[config.mk]
export PLATFORM = sky130hd
export DESIGN_NAME = user_irq_tx
export DESIGN_NICKNAME = d
export VERILOG_FILES = /design/src/rtl/user_irq_tx.sv
export SDC_FILE = /design/constraint.sdc
export NUM_CORES = 1
export LEC_CHECK = 0
export CAP_MARGIN = 20
export CELL_PAD_IN_SITES_DETAIL_PLACEMENT = 0
export CELL_PAD_IN_SITES_GLOBAL_PLACEMENT = 1
export CORE_ASPECT_RATIO = 1.5
export CORE_MARGIN = 2
export CORE_UTILIZATION = 31
export DETAILED_ROUTE_END_ITERATION = 7
export GPL_TIMING_DRIVEN = 0
export PLACE_DENSITY_LB_ADDON = 0.1
export SYNTH_ARGS = -nofsm -noshare
export SYNTH_HDL_FRONTEND = slang
export SYNTH_SLANG_ARGS = --single-unit
[constraint.sdc]
create_clock -name user_clk -period 2.5 [get_ports user_clk]
set_input_delay 0.5 -clock user_clk [delete_from_list [all_inputs] [get_ports user_clk]]
set_output_delay 0.5 -clock user_clk [all_outputs]
set_load 0.05 [all_outputs]
[src/rtl/user_irq_tx.sv]
// rtl/user_irq_tx.sv - NVMe I/O request transmitter: commands to 128-bit RQ TLPs with a read-tag pool
module user_irq_tx #(
  parameter int AXI4_RQ_TUSER_WIDTH = 60,
  parameter int C_DATA_WIDTH        = 128,
  parameter int KEEP_WIDTH          = C_DATA_WIDTH / 32,
  parameter int NUM_TAGS            = 32
) (
  input  logic                           user_clk,
  input  logic                           user_reset_n,
  input  logic                           user_lnk_up,
  input  logic                           cmd_valid,
  output logic                           cmd_ready,
  input  logic                           cmd_is_write,
  input  logic [63:0]                    cmd_addr,
  input  logic [10:0]                    cmd_dw_cnt,
  output logic [7:0]                     cmd_tag,
  input  logic [127:0]                   wr_data,
  input  logic                           wr_data_valid,
  output logic                           wr_data_ready,
  output logic [C_DATA_WIDTH-1:0]        s_axis_rq_tdata,
  output logic [KEEP_WIDTH-1:0]          s_axis_rq_tkeep,
  output logic                           s_axis_rq_tlast,
  output logic                           s_axis_rq_tvalid,
  output logic [AXI4_RQ_TUSER_WIDTH-1:0] s_axis_rq_tuser,
  input  logic                           s_axis_rq_tready,
  input  logic                           tag_free_valid,
  input  logic [7:0]                     tag_free_id,
  output logic [$clog2(NUM_TAGS):0]      tags_outstanding,
  output logic                           err_pulse
);

  localparam int TAG_BITS = $clog2(NUM_TAGS);
  localparam int CNT_W    = TAG_BITS + 1;

  typedef enum logic [1:0] {IDLE, DESC, DATA} state_t;
  state_t state, state_nxt;

  logic [NUM_TAGS-1:0]     tag_busy;
  logic                    tag_avail;
  logic [7:0]              free_tag;
  logic                    out_free, accept, start, alloc, desc_load;
  logic                    pay_take, pay_last, free_ok, free_bad;
  logic                    lat_write;
  logic [61:0]             lat_addr;
  logic [10:0]             lat_cnt, rem;
  logic [7:0]              lat_tag;
  logic                    d_write;
  logic [61:0]             d_addr;
  logic [10:0]             d_cnt;
  logic [7:0]              d_tag;
  logic [C_DATA_WIDTH-1:0] desc;
  logic [KEEP_WIDTH-1:0]   pay_keep;
  logic [3:0]              desc_last_be, pay_last_be;
  logic                    unused_addr_bits;

  assign unused_addr_bits = ^cmd_addr[1:0];

  // Lowest-numbered free tag; the downward scan leaves the smallest index last.
  always_comb begin
    tag_avail = 1'b0;
    free_tag  = 8'd0;
    for (int i = NUM_TAGS - 1; i >= 0; i--) begin
      if (!tag_busy[i]) begin
        tag_avail = 1'b1;
        free_tag  = 8'(i);
      end
    end
  end

  assign out_free  = !s_axis_rq_tvalid || s_axis_rq_tready;
  assign accept    = cmd_valid && cmd_ready;
  assign start     = accept && (cmd_dw_cnt != 11'd0);
  assign alloc     = start && !cmd_is_write;
  assign pay_take  = wr_data_valid && wr_data_ready;
  assign pay_last  = rem <= 11'd4;
  assign desc_load = ((state == IDLE) && start && out_free) || ((state == DESC) && out_free);

  always_ff @(posedge user_clk or negedge user_reset_n) begin
    if (!user_reset_n) state <= IDLE;
    else               state <= state_nxt;
  end

  // The descriptor bypasses DESC when the output stage can take it in the accept cycle.
  always_comb begin
    state_nxt = state;
    case (state)
      IDLE: if (start) begin
              if (!out_free)        state_nxt = DESC;
              else if (cmd_is_write) state_nxt = DATA;
            end
      DESC: if (out_free) state_nxt = lat_write ? DATA : IDLE;
      DATA: if (pay_take && pay_last) state_nxt = IDLE;
      default: state_nxt = IDLE;
    endcase
  end

  always_comb begin
    cmd_ready     = (state == IDLE) && user_lnk_up && (cmd_is_write || tag_avail);
    cmd_tag       = cmd_is_write ? 8'd0 : free_tag;
    wr_data_ready = (state == DATA) && out_free;
  end

  always_ff @(posedge user_clk or negedge user_reset_n) begin
    if (!user_reset_n) begin
      lat_write <= 1'b0;
      lat_addr  <= '0;
      lat_cnt   <= '0;
      lat_tag   <= '0;
      rem       <= '0;
    end else if (start) begin
      lat_write <= cmd_is_write;
      lat_addr  <= cmd_addr[63:2];
      lat_cnt   <= cmd_dw_cnt;
      lat_tag   <= cmd_tag;
      rem       <= cmd_dw_cnt;
    end else if (pay_take) begin
      rem <= rem - 11'd4;
    end
  end

  // In IDLE the descriptor is built straight from the command port.
  always_comb begin
    d_write = (state == IDLE) ? cmd_is_write   : lat_write;
    d_addr  = (state == IDLE) ? cmd_addr[63:2] : lat_addr;
    d_cnt   = (state == IDLE) ? cmd_dw_cnt     : lat_cnt;
    d_tag   = (state == IDLE) ? cmd_tag        : lat_tag;
    desc           = '0;
    desc[63:2]     = d_addr;
    desc[74:64]    = d_cnt;
    desc[78:75]    = {3'b000, d_write};
    desc[103:96]   = d_tag;
    desc_last_be   = (d_cnt > 11'd1) ? 4'hF : 4'h0;
    pay_last_be    = (lat_cnt > 11'd1) ? 4'hF : 4'h0;
    pay_keep       = '1;
    if (rem < 11'd4) pay_keep = KEEP_WIDTH'((32'd1 << rem[1:0]) - 32'd1);
  end

  always_ff @(posedge user_clk or negedge user_reset_n) begin
    if (!user_reset_n) begin
      s_axis_rq_tvalid <= 1'b0;
      s_axis_rq_tdata  <= '0;
      s_axis_rq_tkeep  <= '0;
      s_axis_rq_tlast  <= 1'b0;
      s_axis_rq_tuser  <= '0;
    end else if (desc_load) begin
      s_axis_rq_tvalid <= 1'b1;
      s_axis_rq_tdata  <= desc;
      s_axis_rq_tkeep  <= '1;
      s_axis_rq_tlast  <= !d_write;
      s_axis_rq_tuser  <= AXI4_RQ_TUSER_WIDTH'({desc_last_be, 4'hF});
    end else if (pay_take) begin
      s_axis_rq_tvalid <= 1'b1;
      s_axis_rq_tdata  <= wr_data;
      s_axis_rq_tkeep  <= pay_keep;
      s_axis_rq_tlast  <= pay_last;
      s_axis_rq_tuser  <= AXI4_RQ_TUSER_WIDTH'({pay_last_be, 4'hF});
    end else if (s_axis_rq_tready) begin
      s_axis_rq_tvalid <= 1'b0;
    end
  end

  // A free is judged against the pool before this cycle's allocation.
  assign free_ok  = tag_free_valid && ({1'b0, tag_free_id} < 9'(NUM_TAGS))
                    && tag_busy[tag_free_id[TAG_BITS-1:0]];
  assign free_bad = tag_free_valid && !free_ok;

  always_ff @(posedge user_clk or negedge user_reset_n) begin
    if (!user_reset_n) begin
      tag_busy         <= '0;
      tags_outstanding <= '0;
      err_pulse        <= 1'b0;
    end else begin
      if (alloc)   tag_busy[free_tag[TAG_BITS-1:0]]    <= 1'b1;
      if (free_ok) tag_busy[tag_free_id[TAG_BITS-1:0]] <= 1'b0;
      tags_outstanding <= tags_outstanding + CNT_W'(alloc) - CNT_W'(free_ok);
      err_pulse        <= (accept && (cmd_dw_cnt == 11'd0)) || free_bad;
    end
  end

endmodule

After elaboration in Yosys (flattened, before gate mapping):

Cells that the tools add are included.

* register bits after elaboration: 328
* bits in latches: 0
* RAM bits: 0
* ROM bits: 0
* input port bits: 219
* output and inout bits: 211
* word-level logic and storage cells: 169
* memories kept: 0

* add/sub/neg operators: 4
* $mul: 0
* divide/modulo/power cells: 0
* magnitude comparators: 9
* equal/unequal tests: 6
* shift operators: 1
* mux-type cells: 100
* bitwise operators: 3
* reduce and logical (&&, ||, !) cells: 32

Operator list (count)
* $mux 128: 2
* $mux 8: 31
* $mux 60: 2
* $mux 32: 2
* $mux 62: 1
* $mux 1: 41
* $mux 11: 3
* $and 32x32->32: 1
* $not 32->32: 1
* $or 32x32->32: 1
* $gt 11x1->1 const B: 2
* $mux 4: 5
* $logic_and 1x1->1: 17
* $mux 5: 3
* $lt 5x6->1 const B: 2
* $mux 2: 6
* $le 11x3->1 const B: 1
* $logic_not 11->1: 1
* $lt 11x3->1 const B: 1
* $reduce_bool 11->1: 1
* $sub 11x3->11 const B: 1
* $demux 1 s5: 2
* $ge 5x1->1 const B: 2
* $lt 8x6->1 const B: 1
* 16 further kinds: 25

Longest topological paths before layout:

* depth in word-level cells: 40
* depth in mapped cells: 14
* gate-level depth less buffers: 14

Worst setup path after synthesis:

OpenSTA, ideal clock, no wires.

* path type: input to register
* from: input tag_free_id[1]
* to: register tags_outstanding[4]
* library setup time: 80 ps
* arrival time: 3099 ps
* slack: -679 ps
* cell stages on the path: 13
* cells stage by stage: buf_1 > mux4_2 > nand2b_1 > nand2_1 > a31oi_1 > o211ai_1 > ha_1 > inv_1 > ha_1 > fa_1 > a21o_1 > a21oi_1 > xnor2_1

* longest elaborated chain between the ends: 4
* elaborated cells between the ends (all ways): 6
* classes of those cells: add/sub (1); order compare (1); mux (2); reduce/logical (2)

Ends and longest elaborated chain
* start: declaration: line 27 `input logic [7:0] tag_free_id,`
* $lt 8x6->1 or $bmux 1 s5 (tied branches): line 163, 164
* $logic_and 1x1->1 or $mux 1 (tied branches): line 163, 164
* $logic_and 1x1->1 *: line 164 `&& tag_busy[tag_free_id[TAG_BITS-1:0]];`
* $sub 6x1->6 *: line 175 `tags_outstanding <= tags_outstanding + CNT_W'(alloc) - CNT_W'(free_ok);`
* end signal: assignment: line 175
* end: declaration: line 28 `output logic [$clog2(NUM_TAGS):0] tags_outstanding,`

Mark *: on every way between the ends. The rest lies on a longest branch, timed or not. The select of a mux whose other input is x is not followed.
A chain may end at the register's enable or synchronous reset.

Worst setup path in the final report:

* from: register tag_busy[13]
* to: output cmd_tag[0]

* longest elaborated chain between the ends: 15

Ends and longest elaborated chain
* start: declaration: line 38 `logic [NUM_TAGS-1:0] tag_busy;`
* start signal: assignment: line 169 `tag_busy <= '0;`
* start signal: indexed assignment: line 173 `if (alloc) tag_busy[free_tag[TAG_BITS-1:0]] <= 1'b1;`
* start signal: indexed assignment: line 174 `if (free_ok) tag_busy[tag_free_id[TAG_BITS-1:0]] <= 1'b0;`
* $mux 8 (14 in a row): line 63 `if (!tag_busy[i]) begin`
* $mux 8: line 99 `cmd_tag = cmd_is_write ? 8'd0 : free_tag;`
* end: declaration: line 16 `output logic [7:0] cmd_tag,`

No other way between the ends.

==> metrics.yaml <==
global_route:
  grt_max_degree: 97
  globalRouteOverflowTotal: 0
  grtUsageTotal: 0.2375
  grt_pass1_vias: 12831
  antenna_found_initial: 7
  grt_pass1_wl_um: 77740
synthesis:
  ys_seq_area_frac: 0.5165
  syn_inst: 1440
  synth_ff_type: "dfrtp_1"
  ys_warn_count: 0
  synth_area_leaders: "dfrtp_1, nand2_1, a21oi_1"
  synth-edff-count: 0
  syn_area_um2: 12930
  yosys.area.top_type: "dfrtp_1"
  synth_top_area_frac: 0.5165
  async_flop_share: 1.000
  ys_types: 62
  synth_area_per_cell_um2: 8.983
  ys_seq_elements: 267
critical_path:
  end_kind: "output port"
  critPathMaxFanout: 6
  cp-start-kind: "flop"
  required_ns: 2.00
  crit_type: "flop to output port"
  cp.arrival_ns: 2.38
timing:
  finClkSkew_ns: 0.01473
  tightest_slew_ns: 1.026
  grt_setup_unrepaired: "true"
  fin_hold_ws_ns: 0.4070
  fin_crit_sh: 1.154
  hold_viol_final: 0
  fmax_mhz: 346.6
  period_needed_ns: 2.885
  fin_ws_ns: -0.3849
  setup_violations: 143
  slew_headroom: 0.3138
  slew_violations: 0
placement:
  routabilityCongestion: 0.9050
  port_buffers: 372
  dp_hpwl_um: 38490
  place_inst: 2427
  placedInstanceArea_um2: 17680
power_and_ir_drop:
  powerDensity_nw_per_um2: 1240
  p_leak_nw: 9.157
  vdd_drop_max_v: 0.0007868
  power_w: 0.02620
cts:
  cts.sinks: 267
  clk_latency_ns: 0.56
  root_buffer: "clkbuf_16"
  cts_buffers: 28
  cts_tree: "done"
  cts_max_path_buffers: 3
  cts_max_level: 1
  cts.clk_slew.worst_paths_ns: 0.06
die:
  start_util: 0.3147
  die_width_um: 170.8
  fp.dieH_um: 254.2
  boundaryPins: 430
  rows: 91
  die_area_um2: 43410
  core_area_um2: 41100
final_layout:
  fin_nets: 2209
  fin_area_um2: 21120
  area_growth_pct: 63.29
  final_util: 0.5139
  drive_gt1_frac: 0.2336
  fin_cells: 2568
detailed_routing:
  dr_total_vias: 12646
  drc: 0
  drt_first_pass_iters: 5
  viasPerCell: 4.924
  final_antenna_net_count: 0
  drt_iter0_drc: 629
  wl_per_cell_um: 20.71
  wirelength_um: 53190
run:
  drv_cap: 0
outcome:
  violations: "setup timing"
  status: "finished with violations"
hold_path:
  min_path_type: "primary input to flop"
==> sequential cells by signal (all words and copies together), names as in the netlist <==
register          cells
s_axis_rq_tdata     128
lat_addr             62
tag_busy             32
lat_cnt              11
rem                  11
tags_outstanding      6
lat_tag               5
s_axis_rq_tkeep       4
s_axis_rq_tuser       2
state                 2
err_pulse             1
lat_write             1
s_axis_rq_tlast       1
s_axis_rq_tvalid      1
==> worst max-delay path: stages, from the launching register on <==
cell and delay (ns):
dfrtp_1 0.43, nand4_1 0.15, or2_4 0.27, a2111o_1 0.31, nand3b_1 0.21, o31ai_4 0.11
nor2b_4 0.17, buf_8 0.19
==> metrics by stage <==
step / setup slack (ns) / TNS (ns)
floorplan: -0.2940 / -0.5748
global placement: -11.57 / -3291.30
detailed placement: -1.446 / -208.90
CTS: -0.4426 / -9.491
global route: -0.5259 / -29.00
finish: -0.3849 / -14.61
==> logic make-up after synthesis <==
group	after synthesis	share of synthesized area
flip-flops	267	0.5165
adder cells (fa/ha/maj)	9	0.009286
multiplexers	12	0.01712
buffers and inverters	171	0.07381
AO/OA/AOI/OAI	312	0.1652
XOR/XNOR	6	0.004063
AND/OR/NAND/NOR	662	0.2137
other	1	0.0002899
==> cell type report <==
| cell class | count | area, um2 |
|---|---|---|
| fillers | 3928 | 19980 |
| clock buffers | 44 | 912.1 |
| inverters | 23 | 86.33 |
| diodes | 7 | 17.52 |
| repair buffers | 463 | 4837 |
| plain buffers | 142 | 1186 |
| well taps | 558 | 698.2 |
| multi-input cells | 1056 | 6591 |
| clock inverters | 8 | 95.09 |
| flip-flops and latches | 267 | 6698 |
==> routing by layer <==
metal | vias up | part of all wire | global-route usage
li1 | 5922 | - | -
met1 | 6211 | 0.35 | 0.2500
met2 | 414 | 0.55 | 0.4583
met3 | 99 | 0.057 | 0.03476
met4 | 0 | 0.042 | 0.1106
met5 | - | 0 | 0
==> path summary, 6_finish.rpt <==
check,start,end,slack (ns),cells after the start
min in group asynchronous,user_reset_n,s_axis_rq_tdata[89]$_DFFE_PN0P_,0.51,2
hold reg to reg,lat_addr[11]$_DFFE_PN0P_,lat_addr[11]$_DFFE_PN0P_,0.47,2
setup reg to reg,tag_busy[7]$_DFF_PN0_,tags_outstanding[4]$_DFF_PN0_,-0.38,14
hold / removal,cmd_dw_cnt[2],lat_cnt[2]$_DFFE_PN0P_,0.41,3
setup / recovery,tag_busy[13]$_DFF_PN0_,cmd_tag[0],-0.38,7
max in group asynchronous,user_reset_n,tag_busy[21]$_DFF_PN0_,1.03,3
==> synth_stat cells, drive strengths merged, types with 6 or more instances <==
cell	n
nand2	502
o221a	12
a21oi	154
nand2b	9
nor3	11
dfrtp	267
nand4	13
ha	8
mux4	8
a31oi	14
clkbuf	57
inv	23
nor4	11
nor2b	9
a211oi	8
o21ai	23
a221o	65
buf	91
nand3	24
nor2	53
a21o	6
==> placed cells by master (no fill, tap or decap), types with 9 or more instances in the layout <==
cell	instances
buf_4	109
buf_12	17
dfrtp_2	13
conb_1	55
nand2b_1	9
nand4_1	13
clkdlybuf4s50_1	351
nor2_1	41
a21oi_1	56
buf_6	26
a21oi_4	28
a31oi_1	10
inv_1	20
clkbuf_16	38
o21ai_0	15
clkbuf_8	14
nand3_1	12
buf_8	21
dfrtp_1	254
nand3_2	10
a221o_1	65
clkbuf_1	35
nand2_1	493
a21oi_2	70
==> repair_timing <==
| item | CTS | global route |
|---|---|---|
| pin swaps | 48 | 35 |
| buffers inserted | 62 | 20 |
| endpoints found under the hold margin | 37 | 0 |
| endpoints found under the setup margin | 253 | 234 |
| hold buffers | 1 | 0 |
| gates resized for setup | 277 | 186 |
| gates cloned | 8 | 7 |
==> power by group <==
group | internal [W] | leakage [nW] | switching [W] | total, W
Clock | 0.00270 | 0.497 | 0.00181 | 0.00450
Sequential | 0.00614 | 3.31 | 0.00116 | 0.00730
Combinational | 0.00537 | 5.35 | 0.00902 | 0.0144
Power figures use the tool's default switching activity.
